**config.mk**
```make
export PLATFORM = sky130hd
export DESIGN_NAME = rtc_bus_ctrl
export DESIGN_NICKNAME = d
export VERILOG_FILES = /design/src/rtl/rtc_bus_pkg.sv /design/src/rtl/rtc_bus_ctrl_phase_timer.sv /design/src/rtl/rtc_bus_ctrl.sv
export SDC_FILE = /design/constraint.sdc
export NUM_CORES = 1
export LEC_CHECK = 0
export BUFFER_PORTS_ARGS = -buffer_cell sky130_fd_sc_hd__buf_4
export CAP_MARGIN = 5
export CORE_UTILIZATION = 35
export DETAILED_ROUTE_END_ITERATION = 8
export GPL_TIMING_DRIVEN = 0
export PLACE_DENSITY = 0.64
export SYNTH_ARGS = -nofsm -noshare
export SYNTH_HDL_FRONTEND = slang
export SYNTH_SLANG_ARGS = --single-unit
```
**constraint.sdc**
```tcl
create_clock -name clk -period 5.83 [get_ports clk]
set_input_delay 0.8745 -clock clk [delete_from_list [all_inputs] [get_ports clk]]
set_output_delay 0.8745 -clock clk [all_outputs]
set_load 0.02 [all_outputs]
```
**src/rtl/rtc_bus_pkg.sv**
```systemverilog
// rtl/rtc_bus_pkg.sv - shared state encoding, phase count and RTC register map
// for the RTC multiplexed-bus master.
package rtc_bus_pkg;

  localparam int NUM_PHASES = 7;

  typedef logic [2:0] state_t;

  localparam state_t ST_IDLE        = 3'd0;
  localparam state_t ST_ADDR_SETUP  = 3'd1;
  localparam state_t ST_ADDR_STROBE = 3'd2;
  localparam state_t ST_ADDR_HOLD   = 3'd3;
  localparam state_t ST_DATA_SETUP  = 3'd4;
  localparam state_t ST_DATA_STROBE = 3'd5;
  localparam state_t ST_DATA_HOLD   = 3'd6;
  localparam state_t ST_RECOVER     = 3'd7;

  localparam logic [7:0] RTC_ADDR_TIME  = 8'h21;
  localparam logic [7:0] RTC_ADDR_DATE  = 8'h24;
  localparam logic [7:0] RTC_ADDR_TIMER = 8'h27;

  typedef struct packed {
    logic       write;
    logic       burst;
    logic [7:0] addr;
    logic [7:0] wdata;
  } xact_t;

  function automatic logic is_addr_phase(input state_t s);
    return (s == ST_ADDR_SETUP) || (s == ST_ADDR_STROBE) || (s == ST_ADDR_HOLD);
  endfunction

  function automatic logic is_data_phase(input state_t s);
    return (s == ST_DATA_SETUP) || (s == ST_DATA_STROBE) || (s == ST_DATA_HOLD);
  endfunction

endpackage

```
**src/rtl/rtc_bus_ctrl_phase_timer.sv**
```systemverilog
// rtl/rtc_bus_ctrl_phase_timer.sv - counts PHASE_CYC cycles per bus phase and
// strobes phase_end_o on the last cycle of each phase.
module rtc_phase_timer #(
  parameter int PHASE_CYC = 10
) (
  input  logic clk,
  input  logic rst_n,
  input  logic run_i,
  output logic phase_end_o
);

  localparam int CW = (PHASE_CYC > 1) ? $clog2(PHASE_CYC) : 1;
  localparam logic [CW-1:0] LAST = CW'(PHASE_CYC - 1);

  logic [CW-1:0] cnt_q, cnt_d;

  assign phase_end_o = run_i && (cnt_q == LAST);

  // Held at zero while idle so the first phase of a transaction is full length.
  always_comb begin
    cnt_d = cnt_q;
    if (!run_i || phase_end_o) begin
      cnt_d = '0;
    end else begin
      cnt_d = cnt_q + CW'(1);
    end
  end

  always_ff @(posedge clk or negedge rst_n) begin
    if (!rst_n) begin
      cnt_q <= '0;
    end else begin
      cnt_q <= cnt_d;
    end
  end

endmodule

```
**src/rtl/rtc_bus_ctrl.sv**
```systemverilog
// rtl/rtc_bus_ctrl.sv - RTC multiplexed A/D bus master with host requests and
// double-buffered burst shadow file; RTC_BUS_AUTO_REFRESH_EN adds periodic bursts.
module rtc_bus_ctrl
  import rtc_bus_pkg::*;
#(
  parameter int         PHASE_CYC   = 10,
  parameter int         NUM_REGS    = 9,
  parameter logic [7:0] BURST_BASE  = 8'h21,
  parameter int         REFRESH_CYC = 10_000_000
) (
  input  logic                  clk,
  input  logic                  reset,
  input  logic                  req_valid,
  output logic                  req_ready,
  input  logic                  req_write,
  input  logic [7:0]            req_addr,
  input  logic [7:0]            req_wdata,
  output logic                  rsp_valid,
  output logic [7:0]            rsp_rdata,
  input  logic                  burst_start,
  output logic                  burst_busy,
  output logic                  burst_done,
  output logic [8*NUM_REGS-1:0] regs_flat,
  output logic                  A_D,
  output logic                  RD,
  output logic                  WR,
  output logic                  CS,
  output logic [7:0]            io_out,
  output logic                  io_oe,
  input  logic [7:0]            io_in
);

  localparam int IW = (NUM_REGS > 1) ? $clog2(NUM_REGS) : 1;
  localparam logic [IW-1:0] LAST_IDX = IW'(NUM_REGS - 1);

  state_t state_q, state_d;
  xact_t  xact_q, xact_d;
  logic   phase_end;

  logic                     burst_busy_q;
  logic [IW-1:0]            burst_idx_q;
  logic [NUM_REGS-1:0][7:0] work_q;
  logic [NUM_REGS-1:0][7:0] regs_q;
  logic                     burst_done_q;
  logic [7:0]               cap_q;
  logic                     rsp_valid_q;
  logic [7:0]               rsp_rdata_q;

  logic idle, auto_req, burst_trig, burst_want, grant_host, grant_burst;
  logic capture, rsp_fire, burst_step_end;

  rtc_phase_timer #(
    .PHASE_CYC (PHASE_CYC)
  ) u_phase_timer (
    .clk         (clk),
    .rst_n       (reset),
    .run_i       (state_q != ST_IDLE),
    .phase_end_o (phase_end)
  );

`ifdef RTC_BUS_AUTO_REFRESH_EN
  localparam int RW = (REFRESH_CYC > 1) ? $clog2(REFRESH_CYC) : 1;

  logic [RW-1:0] refresh_q;
  logic          auto_q;

  always_ff @(posedge clk or negedge reset) begin
    if (!reset) begin
      refresh_q <= '0;
      auto_q    <= 1'b0;
    end else if (refresh_q == RW'(REFRESH_CYC - 1)) begin
      refresh_q <= '0;
      auto_q    <= 1'b1;
    end else begin
      refresh_q <= refresh_q + RW'(1);
      auto_q    <= 1'b0;
    end
  end

  assign auto_req = auto_q;
`else
  assign auto_req = 1'b0;
`endif

  assign idle       = (state_q == ST_IDLE);
  assign burst_trig = burst_start | auto_req;
  // A fresh trigger in IDLE is granted immediately so index 0 starts without delay.
  assign burst_want  = burst_busy_q | burst_trig;
  assign grant_host  = idle && req_valid;
  assign grant_burst = idle && !req_valid && burst_want;
  assign req_ready   = reset && idle && !grant_burst;

  assign capture        = (state_q == ST_DATA_STROBE) && phase_end && !xact_q.write;
  assign rsp_fire       = (state_q == ST_DATA_HOLD) && phase_end && !xact_q.burst;
  assign burst_step_end = (state_q == ST_RECOVER) && phase_end && xact_q.burst;

  always_comb begin
    state_d = state_q;
    xact_d  = xact_q;
    if (idle) begin
      if (grant_host) begin
        state_d = ST_ADDR_SETUP;
        xact_d  = '{write: req_write, burst: 1'b0, addr: req_addr, wdata: req_wdata};
      end else if (grant_burst) begin
        state_d = ST_ADDR_SETUP;
        xact_d  = '{write: 1'b0, burst: 1'b1, addr: BURST_BASE + 8'(burst_idx_q),
                    wdata: 8'h00};
      end
    end else if (phase_end) begin
      state_d = (state_q == ST_RECOVER) ? ST_IDLE : state_t'(state_q + 3'd1);
    end
  end

  always_ff @(posedge clk or negedge reset) begin
    if (!reset) begin
      state_q <= ST_IDLE;
      xact_q  <= '0;
    end else begin
      state_q <= state_d;
      xact_q  <= xact_d;
    end
  end

  always_ff @(posedge clk or negedge reset) begin
    if (!reset) begin
      cap_q       <= 8'h00;
      rsp_valid_q <= 1'b0;
      rsp_rdata_q <= 8'h00;
    end else begin
      rsp_valid_q <= rsp_fire;
      if (capture && !xact_q.burst) begin
        cap_q <= io_in;
      end
      if (rsp_fire && !xact_q.write) begin
        rsp_rdata_q <= cap_q;
      end
    end
  end

  // burst_idx_q only moves at the end of a burst step, so it names the read in flight.
  always_ff @(posedge clk or negedge reset) begin
    if (!reset) begin
      burst_busy_q <= 1'b0;
      burst_idx_q  <= '0;
      work_q       <= '0;
      regs_q       <= '0;
      burst_done_q <= 1'b0;
    end else begin
      burst_done_q <= 1'b0;
      if (burst_trig && !burst_busy_q) begin
        burst_busy_q <= 1'b1;
      end
      if (capture && xact_q.burst) begin
        work_q[burst_idx_q] <= io_in;
      end
      if (burst_step_end) begin
        if (burst_idx_q == LAST_IDX) begin
          regs_q       <= work_q;
          burst_done_q <= 1'b1;
          burst_busy_q <= 1'b0;
          burst_idx_q  <= '0;
        end else begin
          burst_idx_q <= burst_idx_q + IW'(1);
        end
      end
    end
  end

  // Strobes decode straight from state so an asynchronous reset frees the bus at once.
  always_comb begin
    CS     = !(is_addr_phase(state_q) || is_data_phase(state_q));
    A_D    = !is_addr_phase(state_q);
    WR     = !((state_q == ST_ADDR_STROBE) || ((state_q == ST_DATA_STROBE) && xact_q.write));
    RD     = !((state_q == ST_DATA_STROBE) && !xact_q.write);
    io_oe  = is_addr_phase(state_q) || (is_data_phase(state_q) && xact_q.write);
    io_out = 8'h00;
    if (is_addr_phase(state_q)) begin
      io_out = xact_q.addr;
    end else if (is_data_phase(state_q) && xact_q.write) begin
      io_out = xact_q.wdata;
    end
  end

  assign rsp_valid  = rsp_valid_q;
  assign rsp_rdata  = rsp_rdata_q;
  assign burst_busy = burst_busy_q;
  assign burst_done = burst_done_q;
  assign regs_flat  = regs_q;

endmodule

```
## Word-level counts from Yosys, hierarchy flattened

Index checks and enable logic that the tools add are counted.

- $lt $le $gt $ge: 2
- Equality and inequality tests: 10
- Reduce and logical (&&, ||, !) cells: 45
- Mux-type cells: 19
- Add/subtract/negate cells: 4
- Bitwise operators: 1

Operators with widths:

| cell | number |
|---|---|
| 72-bit bitwise mux | 1 |
| 18-bit 2-to-1 mux | 2 |
| 8-bit demux with 4-bit select | 1 |
| 8-bit 2-to-1 mux | 3 |
| 1-bit logical AND | 20 |
| 3-bit 2-to-1 mux | 5 |
| 3-bit equality test, second input constant | 4 |
| 1-bit zero test | 10 |
| 4-bit by 1-bit adder with 4-bit output, second input constant | 2 |
| 4-bit equality test, second input constant | 2 |
| 1-bit logical OR | 8 |
| 4-bit 2-to-1 mux | 2 |
| 6-bit by 4-bit adder with 7-bit output, first input constant | 1 |
| 3-bit by 2-bit equality test with 1-bit output, second input constant | 2 |
| 2-bit AND reduction | 3 |
| 4-bit by 5-bit less-than comparator with 1-bit output, second input constant | 1 |
| 1-bit 2-to-1 mux | 5 |
| 4-bit by 1-bit greater-or-equal comparator with 1-bit output, second input constant | 1 |
| 2-bit nonzero test | 2 |
| 3-bit by 1-bit adder with 3-bit output, second input constant | 1 |
| 3-bit by 1-bit equality test with 1-bit output, second input constant | 1 |
| 3-bit zero test | 1 |
| 3-bit by 1-bit != test with 1-bit output, second input constant | 1 |
| 3-bit nonzero test | 1 |
| 1-bit bitwise OR | 1 |

- Word-level logic and storage cells: 111
- Output and inout port bits: 97
- Input port bits: 29
- Flip-flop bits (word level): 192

## Logic depth before layout (Yosys ltp)

Gate-level depths: netlist of the first run.

- Depth after elaboration: 6
- Mapped depth: 8
- Gate-level depth less buffers: 5

## Hierarchy

From an unflattened synthesis of the first run, not the netlist that was laid out.

- Cell total of the unflattened synthesis: 511
- Area, all modules: 8,085.3 sq um

By module, submodules not included:

| module | instances | cells an instance | sequential area each (sq um) | area an instance (sq um) |
|---|---|---|---|---|
| rtc_bus_ctrl | 1 | 491 | 4,704.5 | 7,872.6 |
| rtc_phase_timer | 1 | 20 | 100.1 | 212.7 |

## Worst setup path after synthesis of the first run

OpenSTA, ideal clock, no wires.

- Path kind: reg-to-output
- Start: register state_q[2]
- End: output port io_out[4]
- Setup slack: 3.267 ns
- Path buffers: 3
- Arrival: 1.689 ns
- Stages on the path, launching flop included: 8
- Data required time: 4.956 ns
- Cells stage by stage: dfrtp_1 > buf_4 > inv_1 > ha_1 > clkbuf_1 > clkbuf_1 > nand3b_1 > a21oi_1

- Word-level cells in the longest chain between the ends: 6
- Elaborated cells on any way between the ends: 13
- Classes of those cells: eq/ne (6); mux (2); reduce/logical (5)

RTL lines:

| item | line | RTL |
|---|---|---|
| start, declared | rtc_bus_ctrl.sv:36 | `state_t state_q, state_d;` |
| start signal, assigned | rtc_bus_ctrl.sv:119 | `state_q <= state_d;` |
| 3-bit equality test | rtc_bus_pkg.sv:34 | `return (s == ST_DATA_SETUP) \|\| (s == ST_DATA_STROBE) \|\| (s == ST_DATA_HOLD);` |
| 1-bit logical OR (2 in series) | rtc_bus_pkg.sv:34 |  |
| 1-bit logical AND | rtc_bus_ctrl.sv:179 | `end else if (is_data_phase(state_q) && xact_q.write) begin` |
| 8-bit 2-to-1 mux | rtc_bus_ctrl.sv:179 |  |
| 8-bit 2-to-1 mux * | rtc_bus_ctrl.sv:177 | `if (is_addr_phase(state_q)) begin` |
| end, declared | rtc_bus_ctrl.sv:28 | `output logic [7:0] io_out,` |

Mark *: on every way between the ends. The rest lies on a longest branch, timed or not.

## Final worst setup path of the first run

- Start: register state_q[2]
- End: output port io_out[3]

The elaborated chain is that of the path after synthesis.

==> metrics, run 1 <==
register area share after synthesis 60.0%; initial core utilization 36.2%; M1 wire length 8.17 mm; number of I/O port buffers 117; slowest stage delay, CP 0.61 ns; clk_lat worst skew 0.42 ns; PD cells 343 nW/um^2; syn_area_per_cell 15.1 sq um; Die Y 153 microns; WL met2 8.44 mm; outcome finished clean; slowest stage cell, crit path a21oi_1; Routed met3 length 679 microns; worst slew pin tran 0.883 ns; Reg2Reg Depth 8; Yosys warnings 0; pre-CTS setup slack 2.66 ns; RSZ-0062 raised after global routing no; ys async rst share 100%; Fmax 293 MHz; Vias/cell 4.96; Rows 54; Synth Register Bits 192; CP Data Required Time 4.96 ns; CP startpoint kind flip-flop; CTS max path bufs 2; P_leak 5.03 nW; CTS tree yes; top layer in use met4; Sink Count 192; path type of the worst setup path flip-flop to output port; Tot Pwr 3.37 mW; cell count after synthesis 531; CTS Buf Count 17; area of the mapped netlist 8010 sq um; initial antenna violation count 0; Post-synth EDFFs 0; commonest non-fill, non-tap cells in the layout 192 x dfrtp_1, 147 x mux2_2, 125 x buf_4; Hold Path Class input port to async pin; DP HPWL 12.2 mm; Clock transition at path regs 0.07 ns; ys flop type dfrtp_1; n_diodes 0; detailed-route DRC error count 0; Slew Limit Fails 0; first-pass GRT wire length 28.6 mm; slew margin rel. 41.1%; final setup TNS 0 ns; CTS resizes 0; number of DRC markers in iteration 0 127; final setup fails 0; CP Capture Type output port; H-tree depth 4; vias in the first global route 5078; WP depth 7; area grow syn2layout 23.0%; period utilization 58.4%; WP buf/inv 4; signal arrival time at the worst endpoint 2.53 ns; Detailed Route WL 17.7 mm; # IOs 126; # fillers 1937; total congestion overflow 0; worst-path maximum fanout 10; GRT Util Overall 15.9%; worst-path cell chain buf_4 -> inv_1 -> ha_1 -> clkbuf_1 -> a21oi_1 -> a21oi_1 -> buf_4; CTS Hold Bufs 0; fin util 44.6%; unique cell type count in the Yosys netlist 45; Max-cap violations 0; commonest non-fill, non-tap cell in the layout dfrtp_1; Worst Slack Setup Final 2.42 ns; minimum clock period 3.41 ns; core area 22100 sq um; layout cells sized above 1 50.1%; GP Congestion 0.816; Nets 709; Mapped Nets 572; largest net degree at the start of global routing 116; Layout Skew 0.00507 ns; Post-CTS Setup Repair Bufs 0; final hold violation count 0; DIE WIDTH 153 microns; wire per inst 18.4 microns; vias after detailed routing 4760; maximum VDD drop 0.171 mV; top cell family by delay on the critical path buffers and inverters; Routed Antenna Nets 0; die area 23500 sq um; DRT Pass-1 Iters 4; CTS root buffer clkbuf_16
==> metal layers <==
| metal | vias up | GRT usage, % |
|---|---|---|
| met4 | 0 | 6.30 |
| met2 | 110 | 25.6 |
| met5 | - | 0 |
| li1 | 2163 | - |
| met3 | 25 | 3.35 |
| met1 | 2462 | 21.0 |
==> kinds of logic (layout without fill, tap and decap cells) <==
kind of cell,count (synthesis),count (layout),share of synthesized area (%)
AO/OA/AOI/OAI,51,51,4.20
adder cells (fa/ha/maj),12,12,1.88
AND/OR/NAND/NOR,62,62,6.59
XOR/XNOR,4,4,0.438
multiplexers,167,167,24.2
flip-flops,192,192,60.0
buffers and inverters,43,192,2.70
==> registers in the layout, summed over array words and instances (netlist names) <==
signal,count
regs_flat,72
xact_q,18
cap_q,8
rsp_rdata,8
work_q,72
rsp_valid,1
burst_busy,1
state_q,3
burst_idx_q,4
burst_done,1
u_phase_timer.cnt_q,4
==> layout make-up <==
| class | instances | area (sq um) | share of cell area, % |
|---|---|---|---|
| sequential | 192 | 4800 | 48.8 |
| multi-input combinational | 296 | 2990 | 30.3 |
| timing repair buffer | 118 | 913 | 9.28 |
| clock buffer | 19 | 443 | 4.50 |
| tap | 280 | 350 | 3.56 |
| buffer | 31 | 171 | 1.74 |
| clock inverter | 12 | 134 | 1.36 |
| inverter | 12 | 45.0 | 0.457 |
==> synth_stat cells (3+ instances only) <==
cell type | instances | area share, %
and3b_1 | 3 | 0.33
nor4_4 | 8 | 2.1
buf_1 | 8 | 0.38
buf_2 | 4 | 0.25
mux2_2 | 147 | 21
o22ai_1 | 3 | 0.23
nand2b_1 | 5 | 0.39
buf_4 | 9 | 0.84
o21ai_0 | 16 | 1.0
a22o_1 | 11 | 1.2
or4_1 | 3 | 0.28
nand2_1 | 5 | 0.23
dfrtp_1 | 192 | 60
nand3b_1 | 11 | 1.0
a21oi_1 | 11 | 0.69
ha_1 | 12 | 1.9
mux2_4 | 16 | 3.0
nor2_1 | 10 | 0.47
clkbuf_1 | 7 | 0.33
nor3_1 | 5 | 0.31
mux2i_1 | 4 | 0.50
inv_1 | 12 | 0.56
==> worst paths after layout <==
path	startpoint	endpoint	slack, ns
min reg2reg	work_q[42]$_DFFE_PN0P_	work_q[42]$_DFFE_PN0P_	0.50
min	reset	rsp_rdata[5]$_DFFE_PN0P_	0.41
max reg2reg	state_q[0]$_DFFE_PN0P_	regs_flat[42]$_DFFE_PN0P_	3.21
max	state_q[2]$_DFFE_PN0P_	io_out[3]	2.42
min in group clk	work_q[42]$_DFFE_PN0P_	work_q[42]$_DFFE_PN0P_	0.50
max in group asynchronous	reset	regs_flat[54]$_DFFE_PN0P_	4.48
==> worst register-to-register path: stages (launching register included) <==
cell,delay (ns)
dfrtp_1,0.42
inv_1,0.08
ha_1,0.27
nor2b_1,0.16
clkbuf_1,0.23
nor4_2,0.37
buf_2,0.37
buf_4,0.27
mux2_2,0.36
==> through the flow <==
step           hold slack, ns  cell area, sq um  instances
2_1_floorplan           0.459              8010        531
3_3_place_gp            0.474              9240        928
3_5_place_dp            0.486              9270        929
4_1_cts                 0.444              9850        960
5_1_grt                 0.462              9850        960
6_report                0.414              9850        960
==> report_power, final <==
part / switching [mW] / internal (mW) / leakage, nW
registers: 0.0720 / 1.44 / 2.60
clock network: 0.496 / 0.644 / 0.280
logic: 0.423 / 0.302 / 2.15
Power figures use the tool's default switching activity.
==> run 2, diff against run 1 <==
- ABC_AREA: default -> 1
- PLACE_DENSITY: 0.64 -> 0.66
- clock period: 5.83 -> 3.08 ns (I/O delays scaled with it)
==> metrics, run 2 <==
path type of the worst setup path flip-flop to output port; # IOs 126 (unchanged); Nets 1104 (+56%); worst hold slack 0.0322 ns (-0.381 ns); top cell family by delay on the critical path buffers and inverters; final hold violation count 0 (unchanged); signal arrival time at the worst endpoint 2.29 ns (-0.24 ns); area of the multi-input gates 2750 sq um (-7.8%); P_leak 5.46 nW (+8.7%); ys async rst share 100% (unchanged); Synth Register Bits 192 (unchanged); slowest stage delay, CP 0.41 ns (-0.20 ns); GRT Util Overall 17.6% (+1.7 points); outcome finished clean; PD cells 493 nW/um^2 (+44%); CTS max path bufs 2 (unchanged); CTS root buffer clkbuf_16; total congestion overflow 0 (unchanged); Detailed Route WL 20.2 mm (+15%); cell count after synthesis 918 (+73%); area grow syn2layout 23.6%; Max-cap violations 0 (unchanged); Mapped Nets 959 (+68%); number of I/O port buffers 125 (+6.8%); FF-to-FF setup slack 1.15 ns (-2.06 ns); unique cell type count in the Yosys netlist 31 (-31%); Clock transition at path regs 0.07 ns (about the same); main area contributors after synthesis dfrtp_1 59%, nand2_1 18%, inv_1 4.1%; cell mode on critical path ha_1; worst slew pin tran 0.650 ns (-0.233 ns); largest net degree at the start of global routing 112 (-3.4%); top cell type by total area after synthesis dfrtp_1; vias in the first global route 6147 (+21%); Reg2Reg Depth 10 (+2); syn_area_per_cell 8.88 sq um (-41%); H-tree depth 4 (unchanged); maximum VDD drop 0.373 mV (+120%); layout cells sized above 1 18.6% (-32 points); clk_lat worst skew 0.43 ns (about the same); CP Data Required Time 2.62 ns (-2.34 ns); FF/Latch Area 4800 sq um (unchanged); most numerous cell in the Yosys netlist nand2_1; CP startpoint kind flip-flop; CTS tree yes; CTS Hold Bufs 0 (unchanged); commonest non-fill, non-tap cell in the layout nand2_1; worst-path maximum fanout 10 (unchanged); DRT Pass-1 Iters 5 (+1); register area share after synthesis 58.9% (-1.1 points); final setup fails 0 (unchanged); Synth Area in Simple Gates 26.3% (+20 points); Routed Antenna Nets 0 (unchanged); ys flop type dfrtp_1; mux contribution to synthesized area 0% (-24 points); synth cell count leaders 389 x nand2_1, 192 x dfrtp_1, 88 x inv_1; Reg2Reg Launch Point state_q[0]$_DFFE_PN0P_; Sink Count 192 (unchanged); Tot Pwr 4.97 mW (+47%); worst-path cell chain ha_1 -> ha_1 -> nor2_1 -> clkbuf_1 -> nand2_1 -> o21ai_0 -> buf_4; vias after detailed routing 6446 (+35%); combinational family with the most area after synthesis simple AND/OR/NAND/NOR gates; period utilization 89.5%; core area 22700 sq um (+2.8%); CTS Buf Count 17 (unchanged); Layout Skew 0.00841 ns (+0.00334 ns); reg2reg end regs_flat[47]$_DFFE_PN0P_; initial core utilization 35.9% (-0.34 points); wire per inst 14.9 microns (-19%); initial antenna violation count 0 (unchanged); n_diodes 0 (unchanged); top-area cell type share of the netlist area 58.9% (-1.1 points); Hold Path Class input port to async pin; Post-CTS Setup Repair Bufs 0 (unchanged); Fmax 363 MHz; Vias/cell 4.74 (-4.4%); Slew Limit Fails 0 (unchanged); WP buf/inv 2 (-2); Compound-Gate Fraction of Synth Area 5.33% (+1.1 points); GP Congestion 0.779 (-4.5%); first-pass GRT wire length 32.8 mm (+15%); die area 23900 sq um (+1.8%); number of DRC markers in iteration 0 560 (+340%); adder-cell share of the synthesized area 1.84% (-0.033 points); DP HPWL 14.0 mm (+15%); slew margin rel. 56.7% (+16 points); Post-synth EDFFs 0 (unchanged); Die Y 155 microns (+0.89%); area of the mapped netlist 8150 sq um (+1.8%); CP Capture Type output port; detailed-route DRC error count 0 (unchanged); Yosys warnings 0 (unchanged); Rows 55 (+1.9%); RSZ-0062 raised after global routing no; DIE WIDTH 155 microns (+0.89%); CTS resizes 0 (unchanged); # fillers 2232 (+15%); xor/xnor cell area share of the yosys netlist 0.322% (-0.12 points); minimum clock period 2.76 ns; commonest non-fill, non-tap cells in the layout 389 x nand2_1, 192 x dfrtp_1, 137 x buf_4; slowest stage cell, crit path dfrtp_1
-- run 2: cell count changes after synthesis, sizes merged, moves of 15 or more --
cell   previous run  this run
inv              12        91
mux2            163         0
nand2             5       393
nand3             2        36
nand4             0        47
nor2             10        25
o21ai            16        59
-- run 2: cell families (layout without fill, tap and decap cells) --
logic type,after synthesis,count (layout)
buffers and inverters,131,288
adder cells (fa/ha/maj),12,12
XOR/XNOR,3,3
flip-flops,192,192
AO/OA/AOI/OAI,76,76
AND/OR/NAND/NOR,504,504
-- run 2: final cells by class --
class	count	share of cell area, %
timing repair buffer	126	9.66
sequential	192	47.7
buffer	39	2.48
tap	285	3.54
inverter	92	3.43
multi-input combinational	595	27.3
clock buffer	20	4.33
clock inverter	11	1.55
-- run 2: per-stage QoR --
stage	instances	setup WS (ns)	setup TNS (ns)	utilization, %	cell area, sq um
2_1_floorplan	918	0.733	0	-	8150
3_3_place_gp	1328	-0.182	-0.182	41.6	9450
3_5_place_dp	1329	0.815	0	41.8	9480
4_1_cts	1360	0.320	0	44.4	10100
5_1_grt	1360	0.121	0	44.4	10100
6_report	1360	0.323	0	44.4	10100
-- run 2: worst max path at each step --
stage	startpoint	end	slack [ns]	cells past startpoint
after floorplan	state_q[0]$_DFFE_PN0P_	io_out[0]	0.73	6
after global placement	reset	req_ready	-0.18	4
after detailed placement	state_q[0]$_DFFE_PN0P_	io_out[5]	0.82	7
after CTS	state_q[0]$_DFFE_PN0P_	io_out[5]	0.32	7
after global routing	state_q[0]$_DFFE_PN0P_	io_out[7]	0.12	9
final	state_q[0]$_DFFE_PN0P_	io_out[5]	0.32	7
-- run 2: power by group --
| group | switching (mW) | total [mW] | leakage [nW] | internal [mW] |
|---|---|---|---|---|
| clock network | 0.970 | 2.26 | 0.283 | 1.29 |
| logic | 0.119 | 0.169 | 2.84 | 0.0504 |
| registers | 0.0102 | 2.54 | 2.34 | 2.53 |
-- run 2: layer usage --
layer | vias up | part of all wire, % | global-route usage (%)
met4 | 0 | 1.7 | 5.56
met3 | 26 | 5.5 | 3.67
li1 | 3189 | - | -
met2 | 174 | 45 | 26.8
met5 | - | 0 | 0
met1 | 3057 | 48 | 25.0
==> run 3, diff against run 2 <==
- PLACE_DENSITY: 0.66 -> 0.54
==> metrics, run 3 (synthesized netlist as in run 2, its figures left out) <==
outcome finished with violations; failing checks negative hold slack; CTS root buffer clkbuf_16; Net Sw Frac 21.5% (-0.67 points); Die Y 155 microns (unchanged); signal arrival time at the worst endpoint 2.25 ns (-0.04 ns); initial core utilization 35.9% (unchanged); vias in the first global route 6269 (+2.0%); PD cells 500 nW/um^2 (+1.3%); dpl cells 1329 (unchanged); cell mode on critical path ha_1; final hold violation count 6 (+6); final setup fails 0 (unchanged); total congestion overflow 0 (unchanged); CP Capture Type output port; Sink Count 192 (unchanged); final setup TNS 0 ns (unchanged); commonest non-fill, non-tap cells in the layout 389 x nand2_1, 192 x dfrtp_1, 137 x buf_4; FF-to-FF setup slack 1.07 ns (-0.08 ns); Reg2Reg Depth 7 (-3); slowest stage delay, CP 0.41 ns (about the same); initial antenna violation count 0 (unchanged); CTS Buf Count 17 (unchanged); worst hold slack -0.0181 ns (-0.0503 ns); Vias/cell 4.67 (-1.4%); slowest stage cell, crit path dfrtp_1; wire per inst 15.1 microns (+1.4%); CP startpoint kind flip-flop; CTS Hold Bufs 0 (unchanged); Slew Limit Fails 0 (unchanged); first-pass GRT wire length 33.8 mm (+3.1%); worst-path maximum fanout 10 (unchanged); core area 22700 sq um (unchanged); Clock transition at path regs 0.07 ns (about the same); worst-path cell chain ha_1 -> ha_1 -> nor2_1 -> clkbuf_1 -> nand2_1 -> o21ai_0 -> buf_4; Rows 55 (unchanged); final cell count without fillers 1360 (unchanged); largest net degree at the start of global routing 116 (+3.6%); maximum VDD drop 0.310 mV (-17%); GRT Util Overall 18.2% (+0.66 points); Routed Antenna Nets 0 (unchanged); number of I/O port buffers 125 (unchanged); Detailed Route WL 20.5 mm (+1.4%); Sequential Power Share 50.4% (-0.8 points); fin util 44.5% (+0.14 points); P_leak 5.48 nW (+0.34%); Max-cap violations 0 (unchanged); CP Data Required Time 2.62 ns (about the same); Net Sw Power 1.08 mW (-1.4%); period utilization 88.2% (-1.3 points); GP Congestion 0.786 (+0.87%); Nets 1104 (unchanged); die area 23900 sq um (unchanged); clk_lat worst skew 0.44 ns (about the same); Layout Skew 0.00940 ns (+0.000994 ns); CTS resizes 0 (unchanged); Fmax 368 MHz (+1.5%); # IOs 126 (unchanged); area grow syn2layout 24.0%; layout cells sized above 1 18.8% (+0.19 points); path type of the worst setup path flip-flop to output port; DP HPWL 14.2 mm (+1.4%); Hold Path Class input port to async pin; Clk network pwr share 46.3% (+0.9 points); Post-CTS Setup Repair Bufs 0 (unchanged); H-tree depth 4 (unchanged); Logic pwr share 3.4% (about the same); number of DRC markers in iteration 0 385 (-31%); vias after detailed routing 6357 (-1.4%); Int Pwr 3.97 mW (+2.5%); CTS tree yes; commonest non-fill, non-tap cell in the layout nand2_1; DRT Pass-1 Iters 5 (unchanged); n_diodes 0 (unchanged); worst slew pin tran 0.605 ns (-0.0451 ns); detailed-route DRC error count 0 (unchanged); reg2reg end work_q[38]$_DFFE_PN0P_; slew margin rel. 59.7% (+3.0 points); DIE WIDTH 155 microns (unchanged); Reg2Reg Launch Point state_q[1]$_DFFE_PN0P_; CTS max path bufs 2 (unchanged); RSZ-0062 raised after global routing no; minimum clock period 2.72 ns (-0.0406 ns)
==> run 3: layout make-up <==
cell class / count / area [sq um]
fillers: 2279 / 12600
flip-flops and latches: 192 / 4800
multi-input cells: 595 / 2750
repair buffers: 126 / 973
clock buffers: 23 / 498
well taps: 285 / 357
inverters: 92 / 345
plain buffers: 39 / 250
clock inverters: 8 / 128
==> run 3: power by group through the flow <==
stage                     combinational (mW)  clock (mW)  sequential (mW)
after floorplan                       0.0448           0             2.59
after global placement                 0.168           0             2.59
after detailed placement               0.175           0             2.59
after CTS                              0.175        2.39             2.54
after global routing                   0.190        2.50             2.55
final                                  0.170        2.34             2.54
==> run 3: per-stage QoR <==
step	worst slack (ns)	area, sq um	power, mW
finish	0.364	10100	5.05
global route	0.0936	10100	5.23
CTS	0.345	10100	5.11
detailed placement	0.701	9480	2.77
global placement	-0.229	9450	2.76
floorplan	0.733	8150	2.63
==> run 3: how the worst max path moves through the flow <==
stage	from	end	cells past startpoint
global route	state_q[0]$_DFFE_PN0P_	io_out[7]	7
global placement	reset	req_ready	4
detailed placement	reset	req_ready	5
CTS	state_q[0]$_DFFE_PN0P_	io_out[4]	7
floorplan	state_q[0]$_DFFE_PN0P_	io_out[0]	6
finish	state_q[0]$_DFFE_PN0P_	io_out[4]	7
==> run 3: per-layer routing <==
metal	track usage (%)	up-vias	share of wire [%]	wire (microns)
met5	0	-	0	0
met4	5.80	0	1.4	297
met3	4.54	24	5.5	1130
met2	27.1	146	45	9320
met1	26.0	3003	48	9760
li1	-	3184	-	-
==> run 3: critical path, delay by kind of cell (launching register included) <==
kind,cells,cell delay (ns)
compound gates,1,0.20
fa+ha+maj,2,0.43
buf+inv,2,0.55
flops,1,0.41
simple gates,2,0.23
